[src/rtl/led_bias_pkg.sv]
// Shared types and default constants for the LED bias sequencer.
// The channel state enum is shared by the sequencer top, the channel FSM
// and the testbench.
package led_bias_pkg;

   typedef enum logic [2:0] {
      OFF      = 3'd0,
      WAIT_REF = 3'd1,
      SETTLE   = 3'd2,
      READY    = 3'd3,
      DRAIN    = 3'd4
   } led_bias_state_e;

   localparam int DEF_SETTLE_CYCLES  = 64;
   localparam int DEF_DRAIN_CYCLES   = 16;
   localparam int DEF_TIMEOUT_CYCLES = 200;
   localparam int DEF_CNT_W          = 8;

endpackage

[src/rtl/led_bias_sequencer_if.sv]
// Signal bundle between the fabric/bias-block side and the LED bias sequencer.
// The master modport is the sequencer itself; the slave modport is the
// environment that issues requests and reports reference status.
interface led_bias_sequencer_if;

   logic       poc;
   logic       icc40u;
   logic       ir_req;
   logic       rgb_req;
   logic       ir_vref_in;
   logic       rgb_vref_in;
   logic       irled_en;
   logic       rgbled_en;
   logic       ir_drv_en;
   logic       rgb_drv_en;
   logic       ir_ready;
   logic       rgb_ready;
   logic [1:0] fault;

   modport master (
      input  poc, icc40u, ir_req, rgb_req, ir_vref_in, rgb_vref_in,
      output irled_en, rgbled_en, ir_drv_en, rgb_drv_en, ir_ready, rgb_ready, fault
   );

   modport slave (
      output poc, icc40u, ir_req, rgb_req, ir_vref_in, rgb_vref_in,
      input  irled_en, rgbled_en, ir_drv_en, rgb_drv_en, ir_ready, rgb_ready, fault
   );

endinterface

[src/rtl/led_bias_chan_fsm.sv]
// One LED bias channel: vref synchronizer, private counter and the
// OFF/WAIT_REF/SETTLE/READY/DRAIN sequencer with registered outputs.
// Optional build macro LED_BIAS_TIMEOUT_EN adds a sticky wait-for-vref
// timeout fault; without it WAIT_REF waits forever and fault_o is 0.
module led_bias_chan_fsm
   import led_bias_pkg::*;
#(
   parameter int SETTLE_CYCLES  = DEF_SETTLE_CYCLES,
   parameter int DRAIN_CYCLES   = DEF_DRAIN_CYCLES,
   parameter int TIMEOUT_CYCLES = DEF_TIMEOUT_CYCLES,
   parameter int CNT_W          = DEF_CNT_W
) (
   input  logic clk,
   input  logic rst_n,
   input  logic poc_i,
   input  logic icc40u_i,
   input  logic req_i,
   input  logic vref_i,
   output logic biasEn_o,
   output logic drvEn_o,
   output logic ready_o,
   output logic fault_o
);

   // The edge that first sees the synced reference counts as the first
   // settle cycle, so SETTLE itself is loaded two short of the total.
   localparam bit              SETTLE_SKIP = (SETTLE_CYCLES <= 1);
   localparam logic [CNT_W-1:0] SETTLE_LOAD = SETTLE_SKIP ? '0 : CNT_W'(SETTLE_CYCLES - 2);
   localparam logic [CNT_W-1:0] DRAIN_LOAD  = CNT_W'(DRAIN_CYCLES - 1);
   localparam logic [CNT_W-1:0] WAIT_LOAD   = CNT_W'(TIMEOUT_CYCLES - 1);

   led_bias_state_e   state_q;
   logic [CNT_W-1:0]  cnt_q;
   logic              vrefMeta_q;
   logic              vrefSync_q;
   logic              biasEn_q;
   logic              drvEn_q;
   logic              reqEff;
   logic              faultBlock;

   // Low-current mode looks exactly like a dropped request to the FSM.
   assign reqEff = req_i & ~icc40u_i;

`ifdef LED_BIAS_TIMEOUT_EN
   logic fault_q;
   assign faultBlock = fault_q;
   assign fault_o    = fault_q;
`else
   assign faultBlock = 1'b0;
   assign fault_o    = 1'b0;
`endif

   // Two-flop synchronizer for the analog reference status.
   always_ff @(posedge clk or negedge rst_n) begin
      if (!rst_n) begin
         vrefMeta_q <= 1'b0;
         vrefSync_q <= 1'b0;
      end else begin
         vrefMeta_q <= vref_i;
         vrefSync_q <= vrefMeta_q;
      end
   end

   // Channel sequencer; outputs are written together with the state they belong to.
   always_ff @(posedge clk or negedge rst_n) begin
      if (!rst_n) begin
         state_q  <= OFF;
         cnt_q    <= '0;
         biasEn_q <= 1'b0;
         drvEn_q  <= 1'b0;
`ifdef LED_BIAS_TIMEOUT_EN
         fault_q  <= 1'b0;
`endif
      end else if (poc_i) begin
         state_q  <= OFF;
         cnt_q    <= '0;
         biasEn_q <= 1'b0;
         drvEn_q  <= 1'b0;
`ifdef LED_BIAS_TIMEOUT_EN
         fault_q  <= 1'b0;
`endif
      end else begin
         case (state_q)
            OFF: begin
               if (reqEff && !faultBlock) begin
                  state_q  <= WAIT_REF;
                  cnt_q    <= WAIT_LOAD;
                  biasEn_q <= 1'b1;
               end
            end
            WAIT_REF: begin
               if (!reqEff) begin
                  state_q <= DRAIN;
                  cnt_q   <= DRAIN_LOAD;
               end else if (vrefSync_q) begin
                  if (SETTLE_SKIP) begin
                     state_q <= READY;
                     cnt_q   <= '0;
                     drvEn_q <= 1'b1;
                  end else begin
                     state_q <= SETTLE;
                     cnt_q   <= SETTLE_LOAD;
                  end
               end else if (cnt_q != '0) begin
                  cnt_q <= cnt_q - 1'b1;
               end
`ifdef LED_BIAS_TIMEOUT_EN
               else begin
                  state_q <= DRAIN;
                  cnt_q   <= DRAIN_LOAD;
                  fault_q <= 1'b1;
               end
`endif
            end
            SETTLE: begin
               if (!reqEff) begin
                  state_q <= DRAIN;
                  cnt_q   <= DRAIN_LOAD;
               end else if (!vrefSync_q) begin
                  state_q <= WAIT_REF;
                  cnt_q   <= WAIT_LOAD;
               end else if (cnt_q == '0) begin
                  state_q <= READY;
                  drvEn_q <= 1'b1;
               end else begin
                  cnt_q <= cnt_q - 1'b1;
               end
            end
            READY: begin
               if (!reqEff) begin
                  state_q <= DRAIN;
                  cnt_q   <= DRAIN_LOAD;
                  drvEn_q <= 1'b0;
               end else if (!vrefSync_q) begin
                  state_q <= WAIT_REF;
                  cnt_q   <= WAIT_LOAD;
                  drvEn_q <= 1'b0;
               end
            end
            DRAIN: begin
               if (cnt_q == '0) begin
                  state_q  <= OFF;
                  biasEn_q <= 1'b0;
               end else begin
                  cnt_q <= cnt_q - 1'b1;
               end
            end
            default: begin
               state_q  <= OFF;
               cnt_q    <= '0;
               biasEn_q <= 1'b0;
               drvEn_q  <= 1'b0;
            end
         endcase
      end
   end

   assign biasEn_o = biasEn_q;
   assign drvEn_o  = drvEn_q;
   assign ready_o  = drvEn_q;

endmodule

[src/rtl/led_bias_sequencer.sv]
// LED bias sequencer top: two independent channel FSMs (IR and RGB) that
// drive the bias-block enables and the PWM driver enables.
// Optional build macro LED_BIAS_TIMEOUT_EN enables the per-channel
// wait-for-vref timeout and its sticky fault bits.
module led_bias_sequencer
   import led_bias_pkg::*;
#(
   parameter int SETTLE_CYCLES  = DEF_SETTLE_CYCLES,
   parameter int DRAIN_CYCLES   = DEF_DRAIN_CYCLES,
   parameter int CNT_W          = DEF_CNT_W,
   parameter int TIMEOUT_CYCLES = DEF_TIMEOUT_CYCLES
) (
   input  logic                 clk,
   input  logic                 rst_n,
   led_bias_sequencer_if.master bus
);

   logic irFault;
   logic rgbFault;

   led_bias_chan_fsm #(
      .SETTLE_CYCLES  (SETTLE_CYCLES),
      .DRAIN_CYCLES   (DRAIN_CYCLES),
      .TIMEOUT_CYCLES (TIMEOUT_CYCLES),
      .CNT_W          (CNT_W)
   ) uIrChan (
      .clk      (clk),
      .rst_n    (rst_n),
      .poc_i    (bus.poc),
      .icc40u_i (bus.icc40u),
      .req_i    (bus.ir_req),
      .vref_i   (bus.ir_vref_in),
      .biasEn_o (bus.irled_en),
      .drvEn_o  (bus.ir_drv_en),
      .ready_o  (bus.ir_ready),
      .fault_o  (irFault)
   );

   led_bias_chan_fsm #(
      .SETTLE_CYCLES  (SETTLE_CYCLES),
      .DRAIN_CYCLES   (DRAIN_CYCLES),
      .TIMEOUT_CYCLES (TIMEOUT_CYCLES),
      .CNT_W          (CNT_W)
   ) uRgbChan (
      .clk      (clk),
      .rst_n    (rst_n),
      .poc_i    (bus.poc),
      .icc40u_i (bus.icc40u),
      .req_i    (bus.rgb_req),
      .vref_i   (bus.rgb_vref_in),
      .biasEn_o (bus.rgbled_en),
      .drvEn_o  (bus.rgb_drv_en),
      .ready_o  (bus.rgb_ready),
      .fault_o  (rgbFault)
   );

   assign bus.fault = {rgbFault, irFault};

endmodule

[src/flat_wrapper.sv]
// flat-port wrapper written by rule: the top's interface ports become plain ports
module led_bias_sequencer_flat import led_bias_pkg::*;
#(
   parameter int SETTLE_CYCLES  = DEF_SETTLE_CYCLES,
   parameter int DRAIN_CYCLES   = DEF_DRAIN_CYCLES,
   parameter int CNT_W          = DEF_CNT_W,
   parameter int TIMEOUT_CYCLES = DEF_TIMEOUT_CYCLES
)
  (clk, rst_n, bus_poc, bus_icc40u, bus_ir_req, bus_rgb_req, bus_ir_vref_in, bus_rgb_vref_in, bus_irled_en, bus_rgbled_en, bus_ir_drv_en, bus_rgb_drv_en, bus_ir_ready, bus_rgb_ready, bus_fault);
  led_bias_sequencer_if bus_i ();
  input  logic clk;
  input  logic rst_n;
  input wire logic [$bits(bus_i.poc)-1:0] bus_poc;
  input wire logic [$bits(bus_i.icc40u)-1:0] bus_icc40u;
  input wire logic [$bits(bus_i.ir_req)-1:0] bus_ir_req;
  input wire logic [$bits(bus_i.rgb_req)-1:0] bus_rgb_req;
  input wire logic [$bits(bus_i.ir_vref_in)-1:0] bus_ir_vref_in;
  input wire logic [$bits(bus_i.rgb_vref_in)-1:0] bus_rgb_vref_in;
  output wire logic [$bits(bus_i.irled_en)-1:0] bus_irled_en;
  output wire logic [$bits(bus_i.rgbled_en)-1:0] bus_rgbled_en;
  output wire logic [$bits(bus_i.ir_drv_en)-1:0] bus_ir_drv_en;
  output wire logic [$bits(bus_i.rgb_drv_en)-1:0] bus_rgb_drv_en;
  output wire logic [$bits(bus_i.ir_ready)-1:0] bus_ir_ready;
  output wire logic [$bits(bus_i.rgb_ready)-1:0] bus_rgb_ready;
  output wire logic [$bits(bus_i.fault)-1:0] bus_fault;
  assign bus_i.poc = bus_poc;
  assign bus_i.icc40u = bus_icc40u;
  assign bus_i.ir_req = bus_ir_req;
  assign bus_i.rgb_req = bus_rgb_req;
  assign bus_i.ir_vref_in = bus_ir_vref_in;
  assign bus_i.rgb_vref_in = bus_rgb_vref_in;
  assign bus_irled_en = bus_i.irled_en;
  assign bus_rgbled_en = bus_i.rgbled_en;
  assign bus_ir_drv_en = bus_i.ir_drv_en;
  assign bus_rgb_drv_en = bus_i.rgb_drv_en;
  assign bus_ir_ready = bus_i.ir_ready;
  assign bus_rgb_ready = bus_i.rgb_ready;
  assign bus_fault = bus_i.fault;
  led_bias_sequencer #(.SETTLE_CYCLES(SETTLE_CYCLES), .DRAIN_CYCLES(DRAIN_CYCLES), .CNT_W(CNT_W), .TIMEOUT_CYCLES(TIMEOUT_CYCLES)) u_core (.clk(clk), .rst_n(rst_n), .bus(bus_i));
endmodule
[config.mk]
export PLATFORM = sky130hd
export DESIGN_NAME = led_bias_sequencer_flat
export DESIGN_NICKNAME = d
export VERILOG_FILES = /design/src/rtl/led_bias_pkg.sv /design/src/rtl/led_bias_sequencer_if.sv /design/src/rtl/led_bias_chan_fsm.sv /design/src/rtl/led_bias_sequencer.sv /design/src/flat_wrapper.sv
export SDC_FILE = /design/constraint.sdc
export NUM_CORES = 1
export LEC_CHECK = 0
export BUFFER_PORTS_ARGS = -buffer_cell sky130_fd_sc_hd__buf_4
export CAP_MARGIN = 15
export CORE_AREA = 5 5 68 70
export DETAILED_ROUTE_END_ITERATION = 10
export DIE_AREA = 0 0 73 75
export PLACE_DENSITY = 0.76
export SLEW_MARGIN = 5
export SYNTH_ARGS = -nofsm -noshare
export SYNTH_HDL_FRONTEND = slang
export SYNTH_SLANG_ARGS = --single-unit
[constraint.sdc]
create_clock -name clk -period 2.9 [get_ports clk]
set_input_delay 0.58 -clock clk [delete_from_list [all_inputs] [get_ports clk]]
set_output_delay 0.58 -clock clk [all_outputs]
set_load 0.02 [all_outputs]
==> results of run 1 <==
[sequential cells by signal, summed over array words and instances (netlist names)]
signal and flops:
u_core.uRgbChan.biasEn_o 1, u_core.uRgbChan.state_q 3, u_core.uIrChan.drvEn_o 1, u_core.uIrChan.biasEn_o 1
u_core.uIrChan.cnt_q 8, u_core.uRgbChan.cnt_q 8, u_core.uIrChan.state_q 3, u_core.uRgbChan.drvEn_o 1
u_core.uIrChan.vrefMeta_q 1, u_core.uRgbChan.vrefMeta_q 1, u_core.uRgbChan.vrefSync_q 1, u_core.uIrChan.vrefSync_q 1
[power by group through the flow]
| stage | combinational [mW] | clock (mW) | sequential (mW) |
|---|---|---|---|
| final | 0.298 | 0.437 | 0.496 |
| after global routing | 0.333 | 0.466 | 0.501 |
| after CTS | 0.296 | 0.440 | 0.494 |
| after detailed placement | 0.295 | 0 | 0.501 |
| after global placement | 0.287 | 0 | 0.502 |
| after floorplan | 0.236 | 0 | 0.488 |
[final timing paths]
check                                            from                         end  depth (start not counted)
max                          u_core.uRgbChan.cnt_q[0]    u_core.uRgbChan.cnt_q[6]                          7
min                                             rst_n   u_core.uIrChan.state_q[2]                          1
max reg2reg                  u_core.uRgbChan.cnt_q[0]    u_core.uRgbChan.cnt_q[6]                          7
min reg2reg                u_core.uRgbChan.vrefMeta_q  u_core.uRgbChan.vrefSync_q                          0
max in group asynchronous                       rst_n    u_core.uRgbChan.cnt_q[4]                          1
min in group clk           u_core.uRgbChan.vrefMeta_q  u_core.uRgbChan.vrefSync_q                          0
[cells in the mapped netlist (2+ instances only)]
library cell  count  area (um^2)
o21ai_1           4        20.02
nand2b_1          7        43.79
nor3_1            4        20.02
a211oi_1          3        22.52
clkbuf_1          9        33.78
nand4_1           3        18.77
or3_1             3        18.77
o211ai_1          2        15.01
nand2_1          19        71.32
nand3_1           8        40.04
a41oi_1           2        17.52
a31oi_1          16        100.1
nand3b_1          3        22.52
a21o_1            2        15.01
or3b_2            2        17.52
nor4_1            3        18.77
nor2b_1           7        43.79
o32ai_1           2        17.52
inv_1            17        63.81
o21ai_0          13        65.06
and3_1            4        25.02
o22ai_1           8        50.05
dfrtp_1          30        750.7
a32oi_1           3        26.28
ha_1              4        50.05
nor3b_1           4        30.03
nor2_1           24        90.09
a22oi_1           3        22.52
or2_2             2        12.51
o22ai_2           2        25.02
buf_4             5        37.54
o21bai_1          2        15.01
a21oi_1          24        120.1
nand4b_1          2        17.52
[routing by layer]
| layer | share of wire, % | vias to the layer above | GRT usage (%) |
|---|---|---|---|
| li1 | - | 1029 | - |
| met1 | 42 | 1049 | 28.16 |
| met2 | 51 | 78 | 37.34 |
| met3 | 4.3 | 16 | 4.940 |
| met4 | 2.4 | 0 | 9.221 |
| met5 | 0 | - | 0 |
[cells by family after synthesis]
kind of cell | Yosys count | share of synthesized area, %
simple gates | 107 | 27.22
compound gates | 98 | 29.17
buf+inv | 34 | 7.362
flops | 30 | 33.46
fa+ha+maj | 4 | 2.231
xor+xnor | 1 | 0.3905
other cells | 1 | 0.1672
[cell type report]
type	instances	area share (%)
flip-flops and latches	30	30.83
clock inverters	3	1.850
well taps	50	2.569
clock buffers	5	2.826
multi-input cells	212	54.68
repair buffers	15	4.625
inverters	17	2.621
==> flow_summary.toml, run 1 <==
[route]
ant_nets = 0
routedWlPerCell_um = 16.86
drc = 0
drt_wl_total_um = 5596
drtIter0Drc = 191
vias = 2172
drt_pass1_iterations = 4
viasPerCell = 6.542

[die]
die_h_um = 75
num_rows = 23
ios = 16
dieArea_mm2 = 0.005475
die_w_um = 73
core-area_mm2 = 0.003914
start_util_pct = 57.32

[finish]
layout_common_cells = "dfrtp_1 (30), nor2_1 (24), a21oi_1 (24)"
final_cells = 332
antenna_cells = 0
area_growth_pct = 8.533
drive_gt1_share_pct = 15.25
finalCoreUtilization_pct = 62.21
multi_input_area_mm2 = 0.001331
final-seq-area_um2 = 750.7
fin_nets = 293
fill_cells = 378
final_common_cell = "dfrtp_1"
fin_area_mm2 = 0.002435

[yosys]
synth_seq_cells = 30
yosys_warnings = 0
ys.flop_type = "dfrtp_1"
netlist_area_mm2 = 0.002243
yosysUniqueCellTypes = 63
syn_avg_cell_area_um2 = 8.158
synth_edf_count = 0
async_flop_share_pct = 100.0
postSynthCellCount = 275
ys_seq_area_share_pct = 33.46

[timing]
rsz0062_at_grt = "no"
maxSlewViolCount = 0
hold_violations = 0
worst_slew_pin_slew_ns = 0.6779
worst_slew_margin_rel_pct = 54.81
finClkSkew_ns = 0.01263
clock.fmax_mhz = 456.6
final.setup.tns_ns = 0
fin_ws_ns = 0.7101
period_share_pct = 75.51
finalCriticalPeriod_ns = 2.190
setup_viol = 0
whs_ns = 0.2133

[placed_design]
placed_cell_area_mm2 = 0.002321
place_congestion = 0.8392
io_buffers = 13
hpwlAfterDp_um = 3956
dp_slack_ns = 0.7207
placed_cells = 324

[clock_tree]
clock_latency_ns = 0.29
cts_resized = 0
ctsHtreeMaxLevel = 2
postCtsSetupBuffers = 0
cts_made_buffers = 5
root_buffer = "clkbuf_8"
postCtsHoldBufs = 0
clk_pin_slew_ns = 0.07
cts_tree = "yes"
clk_path_buf_depth = 2
cts_num_sinks = 30

[setup_path]
cp_slowest_cell = "or3b_2"
critPathBufInv = 1
critPathTopFamily = "compound AO/OA/AOI/OAI gates"
cpPeakStageDelay_ns = 0.55
r2r_setup_slack_ns = 0.71
cp.required_ns = 3.06
endpoint_kind = "flop"
crit_chain = "inv_1 -> ha_1 -> or3b_2 -> o211ai_2 -> o211ai_1 -> a31oi_1 -> o221ai_2"
crit_type = "reg2reg"
cp-start-kind = "flop"
critical_path.max_fanout = 6
cp_data_arrival_time_ns = 2.35

[power]
power.leakage_nw = 0.9933
p_int_mw = 0.8194
total_power_mw = 1.231
power_frac_seq_pct = 40.3
peakVddDrop_mv = 0.3520
p_sw_mw = 0.4116
swShare_pct = 33.44
p_comb_share_pct = 24.2
clockPowerShare_pct = 35.5
power_density_mw_per_mm2 = 505.6

[min_path]
worstHoldPathType = "in2async"

[grt]
grt_usage_pct = 22.40
grt_start_max_net_pins = 31
grt_overflow = 0
grt_pass1_wl_um = 9618
grt_pass1_vias = 2074
antenna_found_initial = 0

[flow_run]
drv_cap = 0

[status]
outcome = "finished, final reports clean"
Power figures use the tool's default switching activity.
==> inputs of run 2 (changes only) <==
--- a/config.mk
+++ b/config.mk
@@ -5,12 +5,13 @@
 export SDC_FILE = /design/constraint.sdc
 export NUM_CORES = 1
 export LEC_CHECK = 0
+export ABC_AREA = 1
 export BUFFER_PORTS_ARGS = -buffer_cell sky130_fd_sc_hd__buf_4
 export CAP_MARGIN = 15
-export CORE_AREA = 5 5 68 70
+export CORE_AREA = 5 5 71 73
 export DETAILED_ROUTE_END_ITERATION = 10
-export DIE_AREA = 0 0 73 75
-export PLACE_DENSITY = 0.76
+export DIE_AREA = 0 0 76 78
+export PLACE_DENSITY = 0.77
 export SLEW_MARGIN = 5
 export SYNTH_ARGS = -nofsm -noshare
 export SYNTH_HDL_FRONTEND = slang
==> constraint.sdc (replaced) <==
create_clock -name clk -period 2.1 [get_ports clk]
set_input_delay 0.42 -clock clk [delete_from_list [all_inputs] [get_ports clk]]
set_output_delay 0.42 -clock clk [all_outputs]
set_load 0.02 [all_outputs]
==> flow_summary.toml, run 2 <==
[clock_tree]
clk_path_buf_depth = 2
cts_resized = 0
ctsHtreeMaxLevel = 2
clock_latency_ns = 0.28
postCtsSetupBuffers = 0
root_buffer = "clkbuf_8"
cts_num_sinks = 30
postCtsHoldBufs = 0
cts_made_buffers = 5
cts_tree = "yes"
clk_pin_slew_ns = 0.06

[route]
routedWlPerCell_um = 12.46
vias = 2499
drt_wl_total_um = 5905
drt_pass1_iterations = 6
drtIter0Drc = 154
ant_nets = 0
drc = 0
viasPerCell = 5.272

[yosys]
yosysTopAreaCellShare_pct = 30.08
yosys_warnings = 0
ys_seq_area_share_pct = 30.08
yosysUniqueCellTypes = 28
syn_avg_cell_area_um2 = 6.133
async_flop_share_pct = 100.0
synth_seq_cells = 30
ys.flop_type = "dfrtp_1"
postSynthCellCount = 407
yosys.area.top_type = "dfrtp_1"
netlist_area_mm2 = 0.002496
synthTopCellsByCount = "nand2_1 (164), inv_1 (50), nor2_1 (47)"
yosys.cell_count.top_type = "nand2_1"
synth_edf_count = 0
synth_area_leaders = "dfrtp_1 (30%), nand2_1 (25%), inv_1 (7.5%), nor2_1 (7.1%), nand3_1 (7.0%)"

[timing]
setup_viol = 0
hold_violations = 0
period_share_pct = 77.00
finalCriticalPeriod_ns = 1.617
final.setup.tns_ns = 0
fin_ws_ns = 0.4830
finClkSkew_ns = 0.004634
rsz0062_at_grt = "no"
clock.fmax_mhz = 618.4
maxSlewViolCount = 0

[setup_path]
r2r_setup_slack_ns = 0.48
critical_path.max_fanout = 4
startpoint = "u_core.uIrChan.cnt_q[0]"
cp_data_arrival_time_ns = 1.79
cp_common_cell = "nand2_1"
worst_r2r_path_depth = 11
endpoint = "u_core.uIrChan.cnt_q[2]"
timing.rr.start = "u_core.uIrChan.cnt_q[0]"
cp_slowest_cell = "dfrtp_1"
cpPeakStageDelay_ns = 0.40
cp-start-kind = "flop"
timing.rr.end = "u_core.uIrChan.cnt_q[2]"
cp.required_ns = 2.27
crit_chain = "inv_1 -> ha_1 -> inv_1 -> nor3_1 -> nand2_1 -> nand2_1 -> nand2_1 -> nand2_1 -> nand2_1 -> nand2_2 -> nand2_1"
crit_type = "reg2reg"
endpoint_kind = "flop"

[power]
p_sw_mw = 1.742
swShare_pct = 51.19
clockPowerShare_pct = 13.4
p_int_mw = 1.661
peakVddDrop_mv = 0.6409
p_comb_share_pct = 58.7
power.leakage_nw = 1.555
power_density_mw_per_mm2 = 1258
power_frac_seq_pct = 27.9
total_power_mw = 3.402

[placed_design]
dp_slack_ns = 0.3924
io_buffers = 13
hpwlAfterDp_um = 4645
placed_cell_area_mm2 = 0.002621
place_congestion = 0.9600

[grt]
grt_overflow = 0
grt_start_max_net_pins = 31
antenna_found_initial = 0
grt_pass1_vias = 2396
grt_pass1_wl_um = 10210
grt_usage_pct = 20.75

[finish]
fill_cells = 389
antenna_cells = 0
layout_common_cells = "nand2_1 (164), inv_1 (50), nor2_1 (47)"
reg_top3 = "u_core.uIrChan.cnt_q: 8 flops, u_core.uRgbChan.cnt_q: 8 flops"
area_growth_pct = 8.321
final_common_cell = "nand2_1"
fin_nets = 435
fin_area_mm2 = 0.002704
drive_gt1_share_pct = 12.09

[die]
num_rows = 24
die_h_um = 78
dieArea_mm2 = 0.005928
core-area_mm2 = 0.004294
start_util_pct = 58.13
die_w_um = 76
ios = 16

[flow_run]
drv_cap = 0

[min_path]
worstHoldPathType = "in2async"

[status]
outcome = "finished, final reports clean"
## run 2: changes by cell type after synthesis, moves of 8 or more
cell | before | now
o22ai_1 | 8 | 0
inv_1 | 17 | 50
a21oi_1 | 24 | 6
a31oi_1 | 16 | 2
o21ai_0 | 13 | 23
nand3_1 | 8 | 35
nor2_1 | 24 | 47
nand2_1 | 19 | 164
clkbuf_1 | 9 | 0
## run 2: stage by stage
| step | cells | hold WS (ns) | utilization (%) |
|---|---|---|---|
| 5_1_grt | 474 | 0.09382 | 62.97 |
| 4_1_cts | 474 | 0.07167 | 62.97 |
| 3_3_place_gp | 468 | 0.3434 | 61.04 |
| 3_5_place_dp | 468 | 0.3452 | 61.04 |
| 6_report | 474 | 0.06474 | 62.97 |
| 2_1_floorplan | 408 | 0.1244 | - |
## run 2: cell type report
| cell class | instances | area, um^2 | share of cell area (%) |
|---|---|---|---|
| multi-input cells | 319 | 1505 | 55.67 |
| flip-flops and latches | 30 | 750.7 | 27.76 |
| inverters | 54 | 202.7 | 7.497 |
| repair buffers | 13 | 97.59 | 3.609 |
| clock buffers | 6 | 82.58 | 3.054 |
| well taps | 52 | 65.06 | 2.406 |
## run 2: power by group through the flow
stage	Clock (mW)	Combinational [mW]	Sequential, mW
after global routing	0.501	2.28	0.977
after detailed placement	0	1.98	0.950
final	0.456	2.00	0.950
after CTS	0.476	1.99	0.943
after global placement	0	1.96	0.953
after floorplan	0	1.54	0.929
## run 2: cell families after synthesis
logic type      after synthesis  synth area share, %
flops                        30                30.08
fa+ha+maj                     4                2.005
simple gates                274                49.37
buf+inv                      59                9.774
xor+xnor                      2               0.7019
compound gates               37                7.920
other cells                   1               0.1502
## run 2: worst min-delay path by stage
stage                                 end  slack [ns]  depth (start not counted)
2_1_floorplan     u_core.uIrChan.biasEn_o        0.12                          0
3_3_place_gp   u_core.uRgbChan.vrefSync_q        0.34                          0
3_5_place_dp   u_core.uRgbChan.vrefSync_q        0.35                          0
4_1_cts           u_core.uIrChan.biasEn_o        0.07                          1
5_1_grt          u_core.uRgbChan.cnt_q[1]        0.09                          1
6_report          u_core.uIrChan.biasEn_o        0.06                          1
## run 2: worst max-delay path, delay by kind of cell, from the launching register on
kind / cells / cell delay [ns]
AND/OR/NAND/NOR: 8 / 0.73
flip-flops: 1 / 0.40
buffers and inverters: 2 / 0.19
adder cells (fa/ha/maj): 1 / 0.18
## run 2: per-layer routing
layer	vias to the layer above	global-route usage (%)	wire length, um
met4	0	11.21	161
met1	1118	24.08	2502
met5	-	0	0
li1	1283	-	-
met3	14	3.819	378
met2	84	36.04	2861
==> inputs of run 3 (changes only) <==
--- a/config.mk
+++ b/config.mk
@@ -5,13 +5,13 @@
 export SDC_FILE = /design/constraint.sdc
 export NUM_CORES = 1
 export LEC_CHECK = 0
-export ABC_AREA = 1
+export ABC_AREA = 0
 export BUFFER_PORTS_ARGS = -buffer_cell sky130_fd_sc_hd__buf_4
 export CAP_MARGIN = 15
-export CORE_AREA = 5 5 71 73
+export CORE_AREA = 5 5 70 72
 export DETAILED_ROUTE_END_ITERATION = 10
-export DIE_AREA = 0 0 76 78
-export PLACE_DENSITY = 0.77
+export DIE_AREA = 0 0 75 77
+export PLACE_DENSITY = 0.75
 export SLEW_MARGIN = 5
 export SYNTH_ARGS = -nofsm -noshare
 export SYNTH_HDL_FRONTEND = slang
==> constraint.sdc (replaced) <==
create_clock -name clk -period 1.4 [get_ports clk]
set_input_delay 0.28 -clock clk [delete_from_list [all_inputs] [get_ports clk]]
set_output_delay 0.28 -clock clk [all_outputs]
set_load 0.02 [all_outputs]
==> flow_summary.toml, run 3 (synthesized netlist as in run 1, its figures left out) <==
[route]
vias = 2765
drt_pass1_iterations = 5
routedWlPerCell_um = 20.90
drt_wl_total_um = 8609
viasPerCell = 6.711
drc = 0
ant_nets = 0
drtIter0Drc = 447

[setup_path]
critical_path.max_fanout = 6
r2r_setup_slack_ns = -0.61
cp.required_ns = 1.57
crit_type = "reg2reg"
cp_data_arrival_time_ns = 2.17
endpoint_kind = "flop"
cp-start-kind = "flop"

[finish]
fill_cells = 224
layout_common_cells = "buf_4 (86), dfrtp_1 (29), nor2_1 (22)"
final_cells = 412
reg_top3 = "u_core.uIrChan.cnt_q: 8 flops, u_core.uRgbChan.cnt_q: 8 flops"
drive_gt1_share_pct = 49.17
antenna_cells = 0
fin_nets = 373
area_growth_pct = 53.04
final_common_cell = "buf_4"

[die]
core-area_mm2 = 0.004234
die_h_um = 77
start_util_pct = 52.98
num_rows = 24
die_w_um = 75
dieArea_mm2 = 0.005775
ios = 16

[clock_tree]
clk_path_buf_depth = 2
clk_pin_slew_ns = 0.06
cts_num_sinks = 30
ctsHtreeMaxLevel = 2
clock_latency_ns = 0.29
root_buffer = "clkbuf_8"
cts_made_buffers = 5
cts_tree = "yes"

[timing]
rsz0062_at_grt = "yes"
fin_ws_ns = -0.6058
finalCriticalPeriod_ns = 2.006
hold_violations = 0
final.setup.tns_ns = -9.136
finClkSkew_ns = 0.008784
whs_ns = 0.1042
maxSlewViolCount = 0
setup_viol = 24
clock.fmax_mhz = 498.6
period_share_pct = 143.3

[power]
power_density_mw_per_mm2 = 865.6
peakVddDrop_mv = 0.7212
power.leakage_nw = 1.472

[grt]
grt-busiest-layer = "met2"
antenna_found_initial = 0
grt_pass1_wl_um = 11380
met3_usage_pct = 6.013
grt_start_max_net_pins = 31
grt_usage_pct = 25.05
grt_overflow = 0
grt_pass1_vias = 2417
grtUsageMet1_pct = 35.49
met2_usage_pct = 37.28

[status]
outcome = "finished with violations"
violations = "setup timing"

[flow_run]
drv_cap = 0

[placed_design]
place_congestion = 0.9291
io_buffers = 13
hpwlAfterDp_um = 4798
placed_cells = 390
dp_slack_ns = -0.5450

[min_path]
worstHoldPathType = "in2reg"
[run 3: cell count changes in the layout (fill, tap and decap cells not counted), moves of 8 or more]
cell     change
nor2_1      -25
o21ai_0     -15
inv_1       -37
nand3_1     -31
a21oi_2      +9
nand2_1    -148
buf_4       +73
buf_6        +8
[run 3: metal layers]
layer	share of wire [%]	wire length, um
met1	40	3429
met2	46	3958
met3	9.0	779
met4	5.1	441
met5	0	0
[run 3: metrics by stage]
| stage | cell area (um^2) | power [mW] | utilization (%) |
|---|---|---|---|
| detailed placement | 2915 | 1.934 | 68.85 |
| floorplan | 2366 | 1.565 | - |
| global placement | 2915 | 1.910 | 68.85 |
| CTS | 3132 | 2.708 | 73.97 |
| global route | 3433 | 3.102 | 81.09 |
| finish | 3433 | 2.972 | 81.09 |
[run 3: repair_timing]
action / in CTS / in global routing
endpoints found under the hold margin: 30 / 0
hold buffers: 1 / 0
setup endpoints to repair: 24 / 25
gates resized for setup: 18 / 42
pin swaps: 15 / 25
buffers inserted: 8 / 10
[run 3: where the power goes]
group | total [mW] | internal, mW | switching, mW
combinational | 1.26 | 0.569 | 0.689
clock | 0.709 | 0.379 | 0.331
sequential | 1.00 | 0.940 | 0.0651
[run 3: critical path, stage by stage, from the launching register on]
cell and delay (ns):
dfrtp_1 0.39, inv_2 0.07, ha_1 0.14, or3b_4 0.44, o211ai_2 0.19, o211ai_1 0.23
a31oi_1 0.31, o221ai_2 0.11
[run 3: worst paths after layout]
check                      cells past startpoint                      start                         end
setup reg to reg                               7   u_core.uRgbChan.cnt_q[0]    u_core.uRgbChan.cnt_q[6]
hold reg to reg                                0  u_core.uIrChan.vrefMeta_q   u_core.uIrChan.vrefSync_q
min in group asynchronous                      2                      rst_n     u_core.uIrChan.cnt_q[0]
max in group asynchronous                      2                      rst_n   u_core.uIrChan.state_q[2]
setup / recovery                               7   u_core.uRgbChan.cnt_q[0]    u_core.uRgbChan.cnt_q[6]
hold / removal                                 1            bus_rgb_vref_in  u_core.uRgbChan.vrefMeta_q
[run 3: final cells by class]
type	instances	area [um^2]	share of cell area, %
multi-input combinational	212	1724	50.22
sequential	30	752.0	21.90
timing repair buffer	95	745.7	21.72
clock buffer	6	82.58	2.405
tap	52	65.06	1.895
inverter	17	63.81	1.859
